==> config.mk <==
export PLATFORM = sky130hd
export DESIGN_NAME = rca_pipe_addsub
export DESIGN_NICKNAME = d
export VERILOG_FILES = /design/src/rtl/rca_pkg.sv /design/src/rtl/rca_chunk.sv /design/src/rtl/rca_pipe_addsub.sv
export SDC_FILE = /design/constraint.sdc
export NUM_CORES = 1
export LEC_CHECK = 0
export ABC_AREA = 1
export BUFFER_PORTS_ARGS = -buffer_cell sky130_fd_sc_hd__buf_2
export CORE_MARGIN = 5
export CORE_UTILIZATION = 45
export DETAILED_ROUTE_END_ITERATION = 10
export PLACE_DENSITY = 0.74
export RECOVER_POWER = 100
export SLEW_MARGIN = 5
export SYNTH_ARGS = -nofsm -noshare
export SYNTH_HDL_FRONTEND = slang
export SYNTH_SLANG_ARGS = --single-unit
==> constraint.sdc <==
create_clock -name clk -period 4.9 [get_ports clk]
set_clock_uncertainty 0.15 [all_clocks]
set_input_delay 0.98 -clock clk [delete_from_list [all_inputs] [get_ports clk]]
set_output_delay 0.98 -clock clk [all_outputs]
set_load 0.05 [all_outputs]
==> src/rtl/rca_pkg.sv <==
// rtl/rca_pkg.sv - shared geometry constants and helpers for the pipelined ripple-carry adder
`ifndef RCA_PKG_SV
`define RCA_PKG_SV

`define RCA_CHECK_DIVISIBLE(W, C) \
  if ((((W) % (C)) != 0) || ((W) < 2)) begin : g_bad_geometry \
    $error("rca: WIDTH must be >= 2 and a multiple of CHUNK"); \
  end

package rca_pkg;

  localparam int RCA_WIDTH = 16;
  localparam int RCA_CHUNK = 4;

  function automatic int rca_stages(input int width, input int chunk);
    return width / chunk;
  endfunction

endpackage

`endif

==> src/rtl/rca_chunk.sv <==
// rtl/rca_chunk.sv - combinational W-bit ripple-carry slice built from full-adder cells
module rca_chunk #(
  parameter int W = 4
) (
  input  logic [W-1:0] a,
  input  logic [W-1:0] b,
  input  logic         ci,
  output logic [W-1:0] s,
  output logic         co,
  output logic         c_msb_in
);

  logic [W:0] c;

  assign c[0] = ci;

  for (genvar i = 0; i < W; i++) begin : g_fa
    assign s[i]   = a[i] ^ b[i] ^ c[i];
    assign c[i+1] = (a[i] & b[i]) | (c[i] & (a[i] ^ b[i]));
  end

  assign co       = c[W];
  assign c_msb_in = c[W-1];

endmodule

==> src/rtl/rca_pipe_addsub.sv <==
// rtl/rca_pipe_addsub.sv - pipelined ripple-carry add/sub, one CHUNK-bit slice per stage
module rca_pipe_addsub
  import rca_pkg::*;
#(
  parameter int WIDTH = RCA_WIDTH,
  parameter int CHUNK = RCA_CHUNK
) (
  input  logic             clk,
  input  logic             reset_n,
  input  logic             in_valid,
  output logic             in_ready,
  input  logic [WIDTH-1:0] a,
  input  logic [WIDTH-1:0] b,
  input  logic             ci,
  input  logic             sub,
  output logic             out_valid,
  input  logic             out_ready,
  output logic [WIDTH-1:0] s,
  output logic             co,
  output logic             ovf
);

  localparam int STAGES = rca_stages(WIDTH, CHUNK);

  `RCA_CHECK_DIVISIBLE(WIDTH, CHUNK)

  logic             adv;
  logic [WIDTH-1:0] b_eff;
  logic             c0;

  assign adv      = !out_valid || out_ready;
  assign in_ready = adv;
  assign b_eff    = sub ? ~b : b;
  assign c0       = ci ^ sub;

  // Stage k register layout: {unused B' slices k.., A slices k.. over finished result slices 0..k-1}
  for (genvar k = 0; k < STAGES; k++) begin : g_stage
    localparam int DW = 2 * WIDTH - k * CHUNK;

    logic [DW-1:0]    d_q;
    logic             c_q;
    logic             v_q;
    logic [DW-1:0]    d_in;
    logic             c_in;
    logic             v_in;
    logic [CHUNK-1:0] sum;
    logic             c_out;
    logic [WIDTH-1:0] lo_nxt;

    if (k == 0) begin : g_src
      assign d_in = {b_eff, a};
      assign c_in = c0;
      assign v_in = in_valid;
    end else begin : g_src
      assign d_in = {g_stage[k-1].d_q[DW+CHUNK-1:WIDTH+CHUNK], g_stage[k-1].lo_nxt};
      assign c_in = g_stage[k-1].c_out;
      assign v_in = g_stage[k-1].v_q;
    end

    always_ff @(posedge clk) begin
      if (!reset_n) begin
        v_q <= 1'b0;
      end else if (adv) begin
        v_q <= v_in;
      end
    end

    always_ff @(posedge clk) begin
      if (adv && v_in) begin
        d_q <= d_in;
        c_q <= c_in;
      end
    end

    if (k == STAGES - 1) begin : g_last
      logic c_msb;
      rca_chunk #(.W(CHUNK)) u_chunk (
        .a        (d_q[k*CHUNK +: CHUNK]),
        .b        (d_q[WIDTH +: CHUNK]),
        .ci       (c_q),
        .s        (sum),
        .co       (c_out),
        .c_msb_in (c_msb)
      );
    end else begin : g_mid
      rca_chunk #(.W(CHUNK)) u_chunk (
        .a        (d_q[k*CHUNK +: CHUNK]),
        .b        (d_q[WIDTH +: CHUNK]),
        .ci       (c_q),
        .s        (sum),
        .co       (c_out),
        .c_msb_in ()
      );
    end

    always_comb begin
      lo_nxt                   = d_q[WIDTH-1:0];
      lo_nxt[k*CHUNK +: CHUNK] = sum;
    end
  end

  // Result registers only reload on a real beat so s/co/ovf keep the last result across bubbles
  always_ff @(posedge clk) begin
    if (!reset_n) begin
      out_valid <= 1'b0;
      s         <= '0;
      co        <= 1'b0;
      ovf       <= 1'b0;
    end else if (adv) begin
      out_valid <= g_stage[STAGES-1].v_q;
      if (g_stage[STAGES-1].v_q) begin
        s   <= g_stage[STAGES-1].lo_nxt;
        co  <= g_stage[STAGES-1].c_out;
        ovf <= g_stage[STAGES-1].g_last.c_msb ^ g_stage[STAGES-1].c_out;
      end
    end
  end

endmodule

==> results.toml <==
[yosys]
ys_seq_area_share_pct = 75.51
yosysTopAreaCellShare_pct = 66.12
synth-compound-area-share_pct = 2.245
syn_inst = 312
synth_fa_ha_area_share_pct = 6.531
yosysTopAreaCell = "edfxtp_1"
synthMuxAreaShare_pct = 0
synth_top_family_by_area = "simple AND/OR/NAND/NOR gates"
yosys_warnings = 0
synth_xor_area_share_pct = 3.036
post_synth.cell_area_avg_um2 = 15.72
ys_top_cells_by_area = "edfxtp_1 66%, dfxtp_1 9.4%, fa_1 6.5%"
synth_cell_types = 15
yosys_register_bits = 131
synth_area_um2 = 4905
yosys.area_share.simple_pct = 6.556
synth_fp_nets = 366

[layout]
area_delta_synth_final_pct = 17.53
drive_above_1_share_pct = 16.24
nets = 430
finalInstanceArea_um2 = 5764
num_antenna_cells = 0
fill_cells = 887

[floorplan]
dieHeight_um = 114.4
rows = 38
io_pins = 58
start_util_pct = 45.65
die_w_um = 114.4
core_area_um2 = 10750
dieArea_um2 = 13090

[sta]
slew_headroom_pct = 12.81
min_period_ns = 3.694
hold_ws_ns = 0.2637
tns_ns = 0
setup_viol = 0
rsz0062_at_grt = "no"
fmaxAchievable_mhz = 270.7
drv_slew = 0
worstMarginPinSlew_ns = 1.305
finalCritPeriodShare_pct = 75.38
hold_viol_final = 0

[global_routing]
first_global_vias = 2278
antenna_found_initial = 0
grt_util_all_layers_pct = 11.03
grt-ovfl-total = 0
grt_first_pass_wirelength_mm = 10.98
grt_max_degree = 43

[power]
power_w = 0.002566
powerDensity_nw_per_um2 = 445.1
vdd_ir_drop_max_mv = 0.2666
leakagePower_nw = 2.244

[worst_setup_path]
crit_arrival_ns = 2.56
worst_r2r_path_depth = 3
crit_required_ns = 3.77
start_kind = "input port"
cp-startpoint = "out_ready"
end_kind = "output pin"
worst-setup-path-type = "input port to output pin"
r2r_slack_ns = 1.90
reg2reg_from = "out_valid"
cp_max_fo = 42
worst_r2r_endpoint = "g_stage[0].d_q[12]"

[cts]
post-cts-setup-buffers = 0
clock-root-buffer = "clkbuf_8"
ctsResizeCount = 0
clk_path_buf_depth = 2
clock_latency_ns = 0.50
ctsHoldBuffers = 0
path_clk_slew_ns = 0.05
cts_tree = "done"
cts.sinks = 131
numCtsBuffers = 17
htree_levels = 4

[placed_design]
placedInstanceArea_um2 = 5238
portBuffers = 57
place.detailed.hpwl_mm = 4.343
gp_congestion = 0.6979

[status]
status = "complete, no violations"

[routing]
wl_per_cell_um = 12.46
routed_via_density = 4.383
drc = 0
dr.pass1.iters = 4
vias = 2314
drtIter0Drc = 181
wl_mm = 6.578
antenna_left = 0

[min_path]
holdPathStages = 0
worstHoldStart = "g_stage[2].d_q[7]"
hold_class = "flip-flop to flip-flop"
whs_endpoint = "g_stage[3].d_q[7]"

[run]
cap_violations = 0
sequential cells by signal (all words and copies together), names as in the netlist:
| name | count |
|---|---|
| co | 1 |
| g_stage.c_q | 4 |
| g_stage.d_q | 104 |
| g_stage.v_q | 4 |
| out_valid | 1 |
| ovf | 1 |
| s | 16 |
cell families (layout without fill, tap and decap cells):
group	count (synthesis)	after routing
AOI/OAI and AO/OA	22	22
buffers and inverters	58	134
and+or+nand+nor	68	68
DFF	131	131
adders and majority gates	16	16
xor gates and xnor gates	17	17
synthesized netlist by cell type:
cell type  number
inv_1          46
buf_6           8
fa_1           16
nand3_1         3
nand2_4         1
dfxtp_1        23
nand2_2         1
nand2_1        30
a21oi_1        22
buf_4           3
nor2_1         19
edfxtp_1      108
nand3b_1       14
buf_8           1
xor2_1         17
metrics by stage:
step / cells / setup slack [ns] / utilization (%)
floorplan: 312 / 2.414 / -
global placement: 497 / 1.976 / 48.74
detailed placement: 497 / 1.834 / 48.74
CTS: 528 / 1.992 / 53.98
global route: 528 / 1.132 / 53.64
finish: 528 / 1.206 / 53.64
layout make-up:
type | count | area (µm²) | area share [%]
well taps | 140 | 175.2 | 3.039
repair buffers | 57 | 259.0 | 4.493
clock buffers | 20 | 425.4 | 7.380
flip-flops and latches | 131 | 3704 | 64.25
clock inverters | 11 | 137.6 | 2.388
multi-input cells | 123 | 890.9 | 15.45
inverters | 46 | 172.7 | 2.995
layer usage:
layer,up-vias,wire (µm),track usage (%)
met5,-,0,0
met3,11,443,4.228
met4,0,116,5.226
li1,1177,-,-
met1,1059,3012,14.73
met2,67,3006,15.95
worst max-delay path: stages:
cell	delay (ns)
buf_2	0.07
inv_1	0.03
nand2_1	0.92
clkbuf_1	0.54
cells in the final DEF, fill, tap and decap left out:
cell type and n:
clkinvlp_4 2, clkinv_1 1, edfxtp_1 108, nand2_1 32, a21oi_1 22, xor2_1 17
clkbuf_16 16, nand3b_1 14, clkinv_4 1, nand3_1 3, fa_1 16, clkinv_2 4
clkbuf_8 1, clkbuf_1 24, dfxtp_1 23, buf_2 36, bufinv_16 3, inv_1 46
nor2_1 19
worst max path at each step:
stage	end	slack (ns)	depth (start not counted)
after floorplan	g_stage[0].c_q	2.41	5
after global placement	g_stage[0].d_q[13]	1.98	5
after detailed placement	g_stage[0].d_q[14]	1.83	5
after CTS	in_ready	1.99	4
after global routing	in_ready	1.13	4
final	in_ready	1.21	4
where the power goes:
part / internal, W / switching (W) / total [W]
combinational: 0.0000352 / 0.0000653 / 0.000100
sequential: 0.00127 / 0.0000159 / 0.00128
clock: 0.000765 / 0.000418 / 0.00118
Power figures use the tool's default switching activity.
